[src/rtl/cpu_2a03_oam_dma_if.sv]
// CPU-side and system-bus-side signals of the OAM DMA engine.
// master = the DMA engine itself; slave = the CPU core plus system bus around it.
interface cpu_2a03_oam_dma_if #(
    parameter int unsigned ADDR_W = 16,
    parameter int unsigned DATA_W = 8
);
    logic [ADDR_W-1:0] cpu_addr;
    logic [DATA_W-1:0] cpu_wdata;
    logic              cpu_rw;
    logic              cpu_rdy;
    logic [ADDR_W-1:0] bus_addr;
    logic [DATA_W-1:0] bus_wdata;
    logic              bus_rw;
    logic [DATA_W-1:0] bus_rdata;

    modport master (
        input  cpu_addr, cpu_wdata, cpu_rw, bus_rdata,
        output cpu_rdy, bus_addr, bus_wdata, bus_rw
    );

    modport slave (
        output cpu_addr, cpu_wdata, cpu_rw, bus_rdata,
        input  cpu_rdy, bus_addr, bus_wdata, bus_rw
    );
endinterface

[src/rtl/cpu_2a03_oam_dma.sv]
// Sprite/OAM DMA engine beside the 2A03 core: halts the CPU and copies a page to DEST_ADDR.
// Optional completion interrupt with status-read clear is enabled by defining DMA_DONE_IRQ_EN.
module cpu_2a03_oam_dma #(
    parameter int unsigned       ADDR_W    = 16,
    parameter int unsigned       DATA_W    = 8,
    parameter int unsigned       XFER_LEN  = 256,
    parameter logic [ADDR_W-1:0] TRIG_ADDR = 16'h4014,
    parameter logic [ADDR_W-1:0] DEST_ADDR = 16'h2004,
    parameter logic [ADDR_W-1:0] STAT_ADDR = 16'h4015
) (
    input  logic                      clock,
    input  logic                      nreset,
    cpu_2a03_oam_dma_if.master        io,
    output logic                      dma_active,
    output logic                      done_irq
);
    localparam int unsigned PAGE_W = ADDR_W - 8;
    localparam int unsigned IDX_W  = $clog2(XFER_LEN) + 1;

    typedef enum logic [2:0] {
        S_IDLE, S_WAIT_RD, S_HALT, S_ALIGN, S_READ, S_WRITE, S_DONE
    } state_t;

    state_t              state, state_nxt;
    logic                par;
    logic [IDX_W-1:0]    idx, idx_nxt;
    logic [PAGE_W-1:0]   page;
    logic [DATA_W-1:0]   buf_q;
    logic                load_page, capture, last_wr;
    logic                trig;
    logic [ADDR_W-1:0]   rd_addr;

    assign trig    = !io.cpu_rw && (io.cpu_addr == TRIG_ADDR);
    assign rd_addr = {page, 8'h00} + ADDR_W'(idx);

    always_ff @(posedge clock) begin
        if (nreset) begin
            state <= S_IDLE;
            par   <= 1'b0;
            idx   <= '0;
            page  <= '0;
            buf_q <= '0;
        end else begin
            state <= state_nxt;
            par   <= ~par;
            idx   <= idx_nxt;
            if (load_page) page  <= PAGE_W'(io.cpu_wdata);
            if (capture)   buf_q <= io.bus_rdata;
        end
    end

    always_comb begin
        state_nxt    = state;
        idx_nxt      = idx;
        load_page    = 1'b0;
        capture      = 1'b0;
        last_wr      = 1'b0;
        io.cpu_rdy   = 1'b1;
        dma_active   = 1'b0;
        io.bus_addr  = io.cpu_addr;
        io.bus_wdata = io.cpu_wdata;
        io.bus_rw    = io.cpu_rw;
        case (state)
            S_IDLE, S_DONE: begin
                state_nxt = S_IDLE;
                if (trig) begin
                    state_nxt = S_WAIT_RD;
                    load_page = 1'b1;
                    idx_nxt   = '0;
                end
            end
            S_WAIT_RD: begin
                // RDY only stalls read cycles, so pending CPU writes drain first
                io.cpu_rdy = 1'b0;
                if (io.cpu_rw) state_nxt = S_HALT;
            end
            S_HALT: begin
                io.cpu_rdy = 1'b0;
                dma_active = 1'b1;
                io.bus_rw  = 1'b1;
                // par toggles each edge: next cycle is a put cycle when par is 0 now
                state_nxt  = par ? S_READ : S_ALIGN;
            end
            S_ALIGN: begin
                io.cpu_rdy = 1'b0;
                dma_active = 1'b1;
                io.bus_rw  = 1'b1;
                state_nxt  = S_READ;
            end
            S_READ: begin
                io.cpu_rdy  = 1'b0;
                dma_active  = 1'b1;
                io.bus_addr = rd_addr;
                io.bus_rw   = 1'b1;
                capture     = 1'b1;
                state_nxt   = S_WRITE;
            end
            S_WRITE: begin
                io.cpu_rdy   = 1'b0;
                dma_active   = 1'b1;
                io.bus_addr  = DEST_ADDR;
                io.bus_wdata = buf_q;
                io.bus_rw    = 1'b0;
                idx_nxt      = idx + 1'b1;
                if (idx == IDX_W'(XFER_LEN - 1)) begin
                    state_nxt = S_DONE;
                    last_wr   = 1'b1;
                end else begin
                    state_nxt = S_READ;
                end
            end
            default: state_nxt = S_IDLE;
        endcase
    end

`ifdef DMA_DONE_IRQ_EN
    logic irq_q;
    logic stat_rd;

    assign stat_rd = io.cpu_rdy && io.cpu_rw && (io.cpu_addr == STAT_ADDR);

    always_ff @(posedge clock) begin
        if (nreset)       irq_q <= 1'b0;
        else if (last_wr) irq_q <= 1'b1;
        else if (stat_rd) irq_q <= 1'b0;
    end

    assign done_irq = irq_q;
`else
    logic unused_stat;
    assign unused_stat = ^{STAT_ADDR, last_wr};
    assign done_irq    = 1'b0;
`endif
endmodule

[src/flat_wrapper.sv]
// flat-port wrapper written by rule: the top's interface ports become plain ports
module cpu_2a03_oam_dma_flat 
#(
    parameter int unsigned       ADDR_W    = 16,
    parameter int unsigned       DATA_W    = 8,
    parameter int unsigned       XFER_LEN  = 256,
    parameter logic [ADDR_W-1:0] TRIG_ADDR = 16'h4014,
    parameter logic [ADDR_W-1:0] DEST_ADDR = 16'h2004,
    parameter logic [ADDR_W-1:0] STAT_ADDR = 16'h4015
)
  (clock, nreset, dma_active, done_irq, io_cpu_addr, io_cpu_wdata, io_cpu_rw, io_bus_rdata, io_cpu_rdy, io_bus_addr, io_bus_wdata, io_bus_rw);
  cpu_2a03_oam_dma_if #(.ADDR_W(ADDR_W), .DATA_W(DATA_W)) io_i ();
  input  logic clock;
  input  logic nreset;
  output logic dma_active;
  output logic done_irq;
  input wire logic [$bits(io_i.cpu_addr)-1:0] io_cpu_addr;
  input wire logic [$bits(io_i.cpu_wdata)-1:0] io_cpu_wdata;
  input wire logic [$bits(io_i.cpu_rw)-1:0] io_cpu_rw;
  input wire logic [$bits(io_i.bus_rdata)-1:0] io_bus_rdata;
  output wire logic [$bits(io_i.cpu_rdy)-1:0] io_cpu_rdy;
  output wire logic [$bits(io_i.bus_addr)-1:0] io_bus_addr;
  output wire logic [$bits(io_i.bus_wdata)-1:0] io_bus_wdata;
  output wire logic [$bits(io_i.bus_rw)-1:0] io_bus_rw;
  assign io_i.cpu_addr = io_cpu_addr;
  assign io_i.cpu_wdata = io_cpu_wdata;
  assign io_i.cpu_rw = io_cpu_rw;
  assign io_i.bus_rdata = io_bus_rdata;
  assign io_cpu_rdy = io_i.cpu_rdy;
  assign io_bus_addr = io_i.bus_addr;
  assign io_bus_wdata = io_i.bus_wdata;
  assign io_bus_rw = io_i.bus_rw;
  cpu_2a03_oam_dma #(.ADDR_W(ADDR_W), .DATA_W(DATA_W), .XFER_LEN(XFER_LEN), .TRIG_ADDR(TRIG_ADDR), .DEST_ADDR(DEST_ADDR), .STAT_ADDR(STAT_ADDR)) u_core (.clock(clock), .nreset(nreset), .io(io_i), .dma_active(dma_active), .done_irq(done_irq));
endmodule
[config.mk]
export PLATFORM = sky130hd
export DESIGN_NAME = cpu_2a03_oam_dma_flat
export DESIGN_NICKNAME = d
export VERILOG_FILES = /design/src/rtl/cpu_2a03_oam_dma_if.sv /design/src/rtl/cpu_2a03_oam_dma.sv /design/src/flat_wrapper.sv
export SDC_FILE = /design/constraint.sdc
export NUM_CORES = 1
export LEC_CHECK = 0
export CORE_MARGIN = 5
export CORE_UTILIZATION = 49
export DETAILED_ROUTE_END_ITERATION = 8
export PLACE_DENSITY = 0.9
export SLEW_MARGIN = 20
export SYNTH_ARGS = -nofsm -noshare
export SYNTH_HDL_FRONTEND = slang
export SYNTH_SLANG_ARGS = --single-unit
[constraint.sdc]
create_clock -name clock -period 3.4 [get_ports clock]
set_input_delay 0.68 -clock clock [delete_from_list [all_inputs] [get_ports clock]]
set_output_delay 0.68 -clock clock [all_outputs]
set_load 0.02 [all_outputs]
# Yosys cells after proc, flatten, opt, wreduce, memory -nomap -nowiden
# Cells that the tools add are included.
[classes] addsub=2 n_eq_ne=10 muxes=15 n_bitwise=1 n_reduce_logical=9
[ops] cell="$pmux W16 S2" count=1
[ops] cell="$pmux W3 S6" count=1
[ops] cell="$pmux W9 S2" count=1
[ops] cell="$add A16 B9 Y16" count=1
[ops] cell="$eq A16 B15 Y1 const B" count=1
[ops] cell="$add A9 B1 Y9 const B" count=1
[ops] cell="$eq A3 B3 Y1 const B" count=3
[ops] cell="$eq A9 B8 Y1 const B" count=1
[ops] cell="$mux W9" count=1
[ops] cell="$mux W8" count=1
[ops] cell="$eq A3 B2 Y1 const B" count=2
[ops] cell="$mux W1" count=6
[ops] cell="$mux W3" count=2
[ops] cell="$reduce_or A5 Y1" count=1
[ops] cell="$reduce_or A4 Y1" count=1
[ops] cell="$eq A3 B1 Y1 const B" count=1
[ops] cell="$logic_not A3 Y1" count=1
[ops] cell="$reduce_or A3 Y1" count=1
[ops] cell="$mux W2" count=1
[ops] cell="$ne A2 B1 Y1 const B" count=1
[ops] cell="$ne A2 B2 Y1 const B" count=1
[ops] cell="$pmux W1 S2" count=1
[ops] cell="$reduce_and A2 Y1" count=1
[ops] cell="$reduce_bool A2 Y1" count=1
[ops] cell="4 further kinds" count=4
[word_totals] ff_bits=29 input_bits=35 output_inout_bits=28 elab_cells=42

# Depth between registers and ports, before layout
# Gate-level depths: netlist of run 1.
[logic_depth] depth_word=4 ltp_mapped=7 depth_no_buf=7

# Worst setup path before layout of run 1
# No wires, ideal clock.
[synth_path] kind="register to output" from="register u_core.idx[8]" to="output io_bus_addr[14]" arrival_ns=1.640 required_ns=2.720 path_slack_ns=1.080 path_stages_with_launch=7 n_path_buf=0 cell_sequence="dfxtp_1 > ha_1 > ha_1 > and3_1 > nand3_1 > xor2_1 > o31ai_1"
[synth_via] elab_chain_cells=2
[synth_rtl] item="from (decl)" line_no="cpu_2a03_oam_dma.sv:26" rtl="logic [IDX_W-1:0] idx, idx_nxt;"
[synth_rtl] item="from (signal assigned)" line_no="cpu_2a03_oam_dma.sv:46" rtl="idx <= idx_nxt;"
[synth_rtl] item="$add A16 B9 Y16" line_no="cpu_2a03_oam_dma.sv:34" rtl="assign rd_addr = {page, 8'h00} + ADDR_W'(idx);"
[synth_rtl] item="$pmux W16 S2" line_no="cpu_2a03_oam_dma.sv:63" rtl="case (state)"
[synth_rtl] item="to (decl)" line_no="flat_wrapper.sv:22" rtl="output wire logic [$bits(io_i.bus_addr)-1:0] io_bus_addr;"
# Every way passes these cells.

# Worst setup path after layout of run 1
[layout_path] from="register u_core.state[2]" to="output io_bus_addr[10]"
[layout_via] elab_chain_cells=2 word_cells_on_any_way=3 classes_between="eq/ne (2); mux (1)"
[layout_rtl] item="from (decl)" line_no="cpu_2a03_oam_dma.sv:24" rtl="state_t state, state_nxt;"
[layout_rtl] item="from (signal assigned)" line_no="cpu_2a03_oam_dma.sv:44" rtl="state <= state_nxt;"
[layout_rtl] item="$eq A3 B3 Y1" line_no="cpu_2a03_oam_dma.sv:63"
[layout_rtl] item="$pmux W16 S2 *" line_no="cpu_2a03_oam_dma.sv:63"
# Every way passes the cells marked *; elsewhere a longest branch is shown, timed or not.

==> results of run 1 <==
critical path: cells and delay by family (launching register included):
family	cells	cell delay [ns]
AND/OR/NAND/NOR	2	0.54
flip-flops	1	0.57
AO/OA/AOI/OAI	1	0.21
buffers and inverters	2	0.82
logic make-up (layout without fill, tap and decap cells):
family | Yosys count | count (layout) | share of synthesized area [%]
flip-flops | 29 | 29 | 30.97
AND/OR/NAND/NOR | 124 | 124 | 34.45
XOR/XNOR | 8 | 8 | 4.139
AO/OA/AOI/OAI | 66 | 66 | 20.29
adder cells (fa/ha/maj) | 4 | 4 | 2.670
buffers and inverters | 24 | 78 | 7.276
other | 1 | 1 | 0.2001
cell usage after synthesis (2+ instances only):
library cell   n
nand2_1       61
xnor2_1        2
clkbuf_1       6
o21ai_0       25
and3_1         4
a21oi_1       23
ha_1           4
nor2b_1        4
o211ai_1       7
buf_6          3
dfxtp_1       29
and2_1         2
nand2b_1       9
buf_4          4
xor2_1         5
nor2_1         5
nand3_1       17
or2_2          2
or3_1          5
buf_2          7
o31ai_1        2
or4_1          2
a31oi_1        4
inv_1          4
path summary, 6_finish.rpt:
path | slack [ns] | to | startpoint | cells past startpoint
worst max-delay path | 0.30 | io_bus_addr[10] | u_core.state[2]$_SDFFE_PP0P_ | 5
worst min-delay path | 0.43 | u_core.par$_SDFF_PP0_ | u_core.par$_SDFF_PP0_ | 1
worst max register to register | 1.33 | u_core.idx[7]$_SDFFE_PP0P_ | u_core.state[0]$_SDFFE_PP0P_ | 4
worst min register to register | 0.43 | u_core.par$_SDFF_PP0_ | u_core.par$_SDFF_PP0_ | 1
registers in the layout (all words and copies together), names as in the netlist:
register	flops
u_core.buf_q	8
u_core.page	8
u_core.idx	9
u_core.par	1
u_core.state	3
layout make-up:
cell class,count,area [sq um],area share (%)
repair buffers,67,655.6,25.66
flip-flops and latches,29,580.6,22.72
multi-input cells,203,1157,45.30
inverters,4,15.01,0.5877
clock buffers,7,86.33,3.379
well taps,48,60.06,2.351
routing by layer:
layer	GRT usage, %	routed length, um	vias to the layer above
li1	-	-	1000
met1	25.96	2351	861
met2	32.14	2245	96
met3	6.872	540	7
met4	7.516	84	0
met5	0	0	-
report_power, final:
part	internal [mW]	switching, mW
Sequential	0.341	0.000499
Combinational	0.0705	0.0567
Clock	0.160	0.124
metrics by stage:
step                instance area, sq um  hold WS [ns]  power [mW]  util (%)
floorplan                           1874        0.3935      0.3953         -
CTS                                 2555        0.4401      0.7545     69.27
global placement                    2469        0.4055      0.4752     66.93
global route                        2555        0.4639      0.7734     69.27
finish                              2555        0.4333      0.7522     69.27
detailed placement                  2469        0.4117      0.4758     66.93
==> metrics, run 1 <==
share of the synthesized area in the top cell type 30.97%; DP HPWL 3861 um; Setup Crit Path Kind reg2out; drc violations 0; YS warnings 0; chip width 71.85 um; Final #Nets 349; first-pass GRT wire length 8452 um; WP data required 2.72 ns; total number of vias 1,964; PwrDens 294.4 nW/um^2; cts hold-fix bufs 0; Worst-Skew Late Latency 0.28 ns; initial antenna violation count 0; FMAX 322.9 MHz; Post-synth EDFFs 0; RSZ-0062 raised after global routing false; post-synthesis cell count 256; Layout Area Growth over Synthesis 36.32%; Initial Utilization 50.81%; max_slew headroom 48.84%; Clock Path Buffers 2; CTS sink count 29; die area 5162 sq um; CTS H-tree lvls 2; post-synthesis sequential area ratio 30.97%; worst-path fanout max 13; actual slew at the worst max-slew pin 0.7650 ns; I/O Pins 63; overall routing resource usage 20.46%; post-CTS resize count 0; mapped cell area 1874 sq um; n_diodes 0; period utilisation layout 91.08%; Fin. Hold Viols 0; status finished, final reports clean; Worst EP arrival 2.42 ns; Seq cells post-synth 29; drt wl/cell 14.59 um; vias per inst 5.486; pre-CTS setup slack 0.6247 ns; CORE AREA 3689 sq um; most frequent cells in the layout 61 x nand2_1, 61 x clkdlybuf4s50_1, 29 x dfxtp_1; Final Non-Filler Cells 358; Synth area leaders dfxtp_1 31%, nand2_1 12%, o21ai_0 6.7%, a21oi_1 6.1%, nand3_1 4.5%; gr ovfl total 0; Layout Skew 0.007306 ns; I/O Buffers 61; Setup violations, final 0; Antenna Nets Post-Route 0; Tmin final 3.097 ns; Critical-path top delay cell clkdlybuf4s50_1; CTS tree built; # placed instances 351; Leakage 0.9842 nW; Final WS setup 0.3034 ns; TritonCTS buffer count 5; Worst setup SP type flop; vias in the first global route 1,826; ys flop type dfxtp_1; CTS root buf clkbuf_8; largest net degree at the start of global routing 23; leading area contributor after synthesis dfxtp_1; layout cell share with drive strength beyond 1 7.419%; Slew Limit Fails 0; Post-CTS Setup Bufs 0; Clock Pin Slew Worst Setup and Hold Paths 0.05 ns; max_cap viols 0; critical path, cell by cell nand2b_1, buf_4, or2_2, o21ai_0, clkdlybuf4s50_1; Netlist cell types 44; HP Class reg2reg; max incr delay on CP 0.63 ns; Synth async-reset ratio 0%; drt total wl 5222 um; drt pass-1 iters 4; Crit. End Element output pin; Final TNS setup 0 ns; Cell Rows 22; RePlAce Congestion 0.8932; Fillers 322; Die Y 71.85 um; mean post-synth cell area 7.321 sq um; Max VDD drop 0.2756 mV; Synth Net Count 295; 1st-iter DRT viols 105
No activity file was read; power rests on OpenSTA's default activity.
==> run 2, diff against run 1 <==
- TNS_END_PERCENT: unset -> 30
==> results of run 2 <==
No change in the layout: final DEF, timing and power equal those of run 1.
==> variant: new RTL, flow settings as in run 2 <==
Build with the macro `DMA_DONE_IRQ_EN` defined.
--- a/src/rtl/cpu_2a03_oam_dma.sv
+++ b/src/rtl/cpu_2a03_oam_dma.sv
@@ -2,2 +2,4 @@
 // Optional completion interrupt with status-read clear is enabled by defining DMA_DONE_IRQ_EN.
+`define DMA_DONE_IRQ_EN
+
 module cpu_2a03_oam_dma #(
Check against the original RTL: no difference found for any inputs over 10 cycles, from zero or initial values and one cycle with nreset high; that may be too few to reach the edited logic, so the function may still have changed.
==> variant against run 2 <==
- non-clock buffer count increased by 1
- wire length decreased by 7.0%
- die area decreased by 5.5%
- critical path depth decreased by 1
- first-iteration DRC count increased by 72%
- global-route usage decreased by 0.80 points
- worst setup slack got worse by 81 ps
- sequential cell count increased by 1
- area after synthesis decreased by 6.4%
- via count decreased by 0.20%
- synthesized cell count decreased by 1.2%
- cell area decreased by 3.9%
- sequential power increased by 4%
- power decreased by 11%
- largest power group unchanged
- highest routed layer unchanged
==> variant: results (changes against run 2) <==
- Outcome: completed
- Tightest Hold Check Type: reg -> reg
- Largest net degree at the start of global routing: 31 (+35%)
- Post-place instance area: 0.00241 mm² (-2.3%)
- Max Root-Sink Buffers: 2 (unchanged)
- Layout cells sized above 1: 0.0386 (-0.0356)
- HPWL after detailed placement: 3540 µm (-8.2%)
- Max IR drop VDD: 0.000216 V (-22%)
- PortBufs: 62 (+1.6%)
- GR Util All Layers: 0.197 (-0.00805)
- YS warnings: 0 (unchanged)
- Post-synthesis cell type count: 34 (-23%)
- First-pass GRT wire length: 7880 µm (-6.8%)
- Routed WL: 4860 µm (-7.0%)
- Clock transition at path regs: 80 ps (+30 ps)
- Synth area leaders: dfxtp_1 (34%), nand2_1 (12%), o21ai_0 (7.7%)
- Syn_area_per_cell: 6.93 µm² (-5.3%)
- Number of vias per cell: 5.49 (about the same)
- H-tree depth: 2 (unchanged)
- Register area share after synthesis: 0.342 (+0.0326)
- Synthesized Nets: 292 (-1.0%)
- Max FO, Critical Path: 15 (+2)
- Post-Synth Adder-Cell Area: 0.0285 (+0.00183)
- CTS root buffer: clkbuf_4
- Worst slew margin: 0.616 (+0.127)
- Synth Area in Compound Gates: 0.216 (+0.0132)
- Worst-Skew Late Latency: 330 ps (+50 ps)
- Via count: 1960 (-0.20%)
- Post-Synth XOR/XNOR Area: 0.0449 (+0.00355)
- 1st-pass router iterations: 4 (unchanged)
- Synth async-reset ratio: 0 (unchanged)
- Vias in the first global route: 1717 (-6.0%)
- Initial drt markers: 181 (+72%)
- Post-route DRC: 0 (unchanged)
- CTS resizes: 0 (unchanged)
- Worst slack, placed: 602 ps (-22.3 ps)
- Critical Path AT: 2500 ps (+80 ps)
- Fin nets: 350 (+0.29%)
- Synth cell count leaders: nand2_1 (54), dfxtp_1 (30), o21ai_0 (27)
- LEAKAGE: 0.885 nW (-10%)
- Worst Skew: 10.4 ps (+3.09 ps)
- Routability Congestion: 0.816 (-8.7%)
## variant: kinds of logic (layout without fill, tap and decap cells)
kind of cell | count (synthesis) | in the layout
buffers and inverters | 30 | 88
DFF | 30 | 30
xor gates and xnor gates | 9 | 9
AOI/OAI and AO/OA | 69 | 69
and+or+nand+nor | 111 | 111
adders and majority gates | 4 | 4
## variant: final cells by class
cell class / instances / area, µm²
Sequential cell: 30 / 601
Multi-Input combinational cell: 193 / 1040
Clock buffer: 7 / 45.0
Inverter: 13 / 48.8
Tap cell: 46 / 57.6
Fill cell: 269 / 933
Timing Repair Buffer: 68 / 666
## variant: routing by layer
layer | GRT usage | up-vias | part of all wire
met1 | 0.252 | 870 | 0.44
met2 | 0.305 | 87 | 0.45
met4 | 0.0745 | 0 | 0.015
met3 | 0.0623 | 9 | 0.095
met5 | 0 | - | 0
li1 | - | 994 | -
## variant: worst max-delay path, cell delays in order, from the launching register on
cell             delay [ps]
dfxtp_1                 610
nand2b_1                430
buf_4                   320
o21ai_0                 180
clkdlybuf4s50_1         640
## variant: path summary, 6_finish.rpt
check	from	endpoint	slack, ps	depth (start not counted)
worst min register to register	u_core.buf_q[0]	u_core.buf_q[0]	460	2
worst max-delay path	u_core.state[2]	io_bus_addr[5]	220	4
worst max register to register	u_core.state[2]	u_core.idx[8]	1240	4
worst min-delay path	u_core.buf_q[0]	u_core.buf_q[0]	460	2
## variant: report_power, final
group	total [mW]	internal, mW	switching, mW
Sequential	0.353	0.352	0.000758
Combinational	0.125	0.0693	0.0552
Clock	0.190	0.0778	0.112
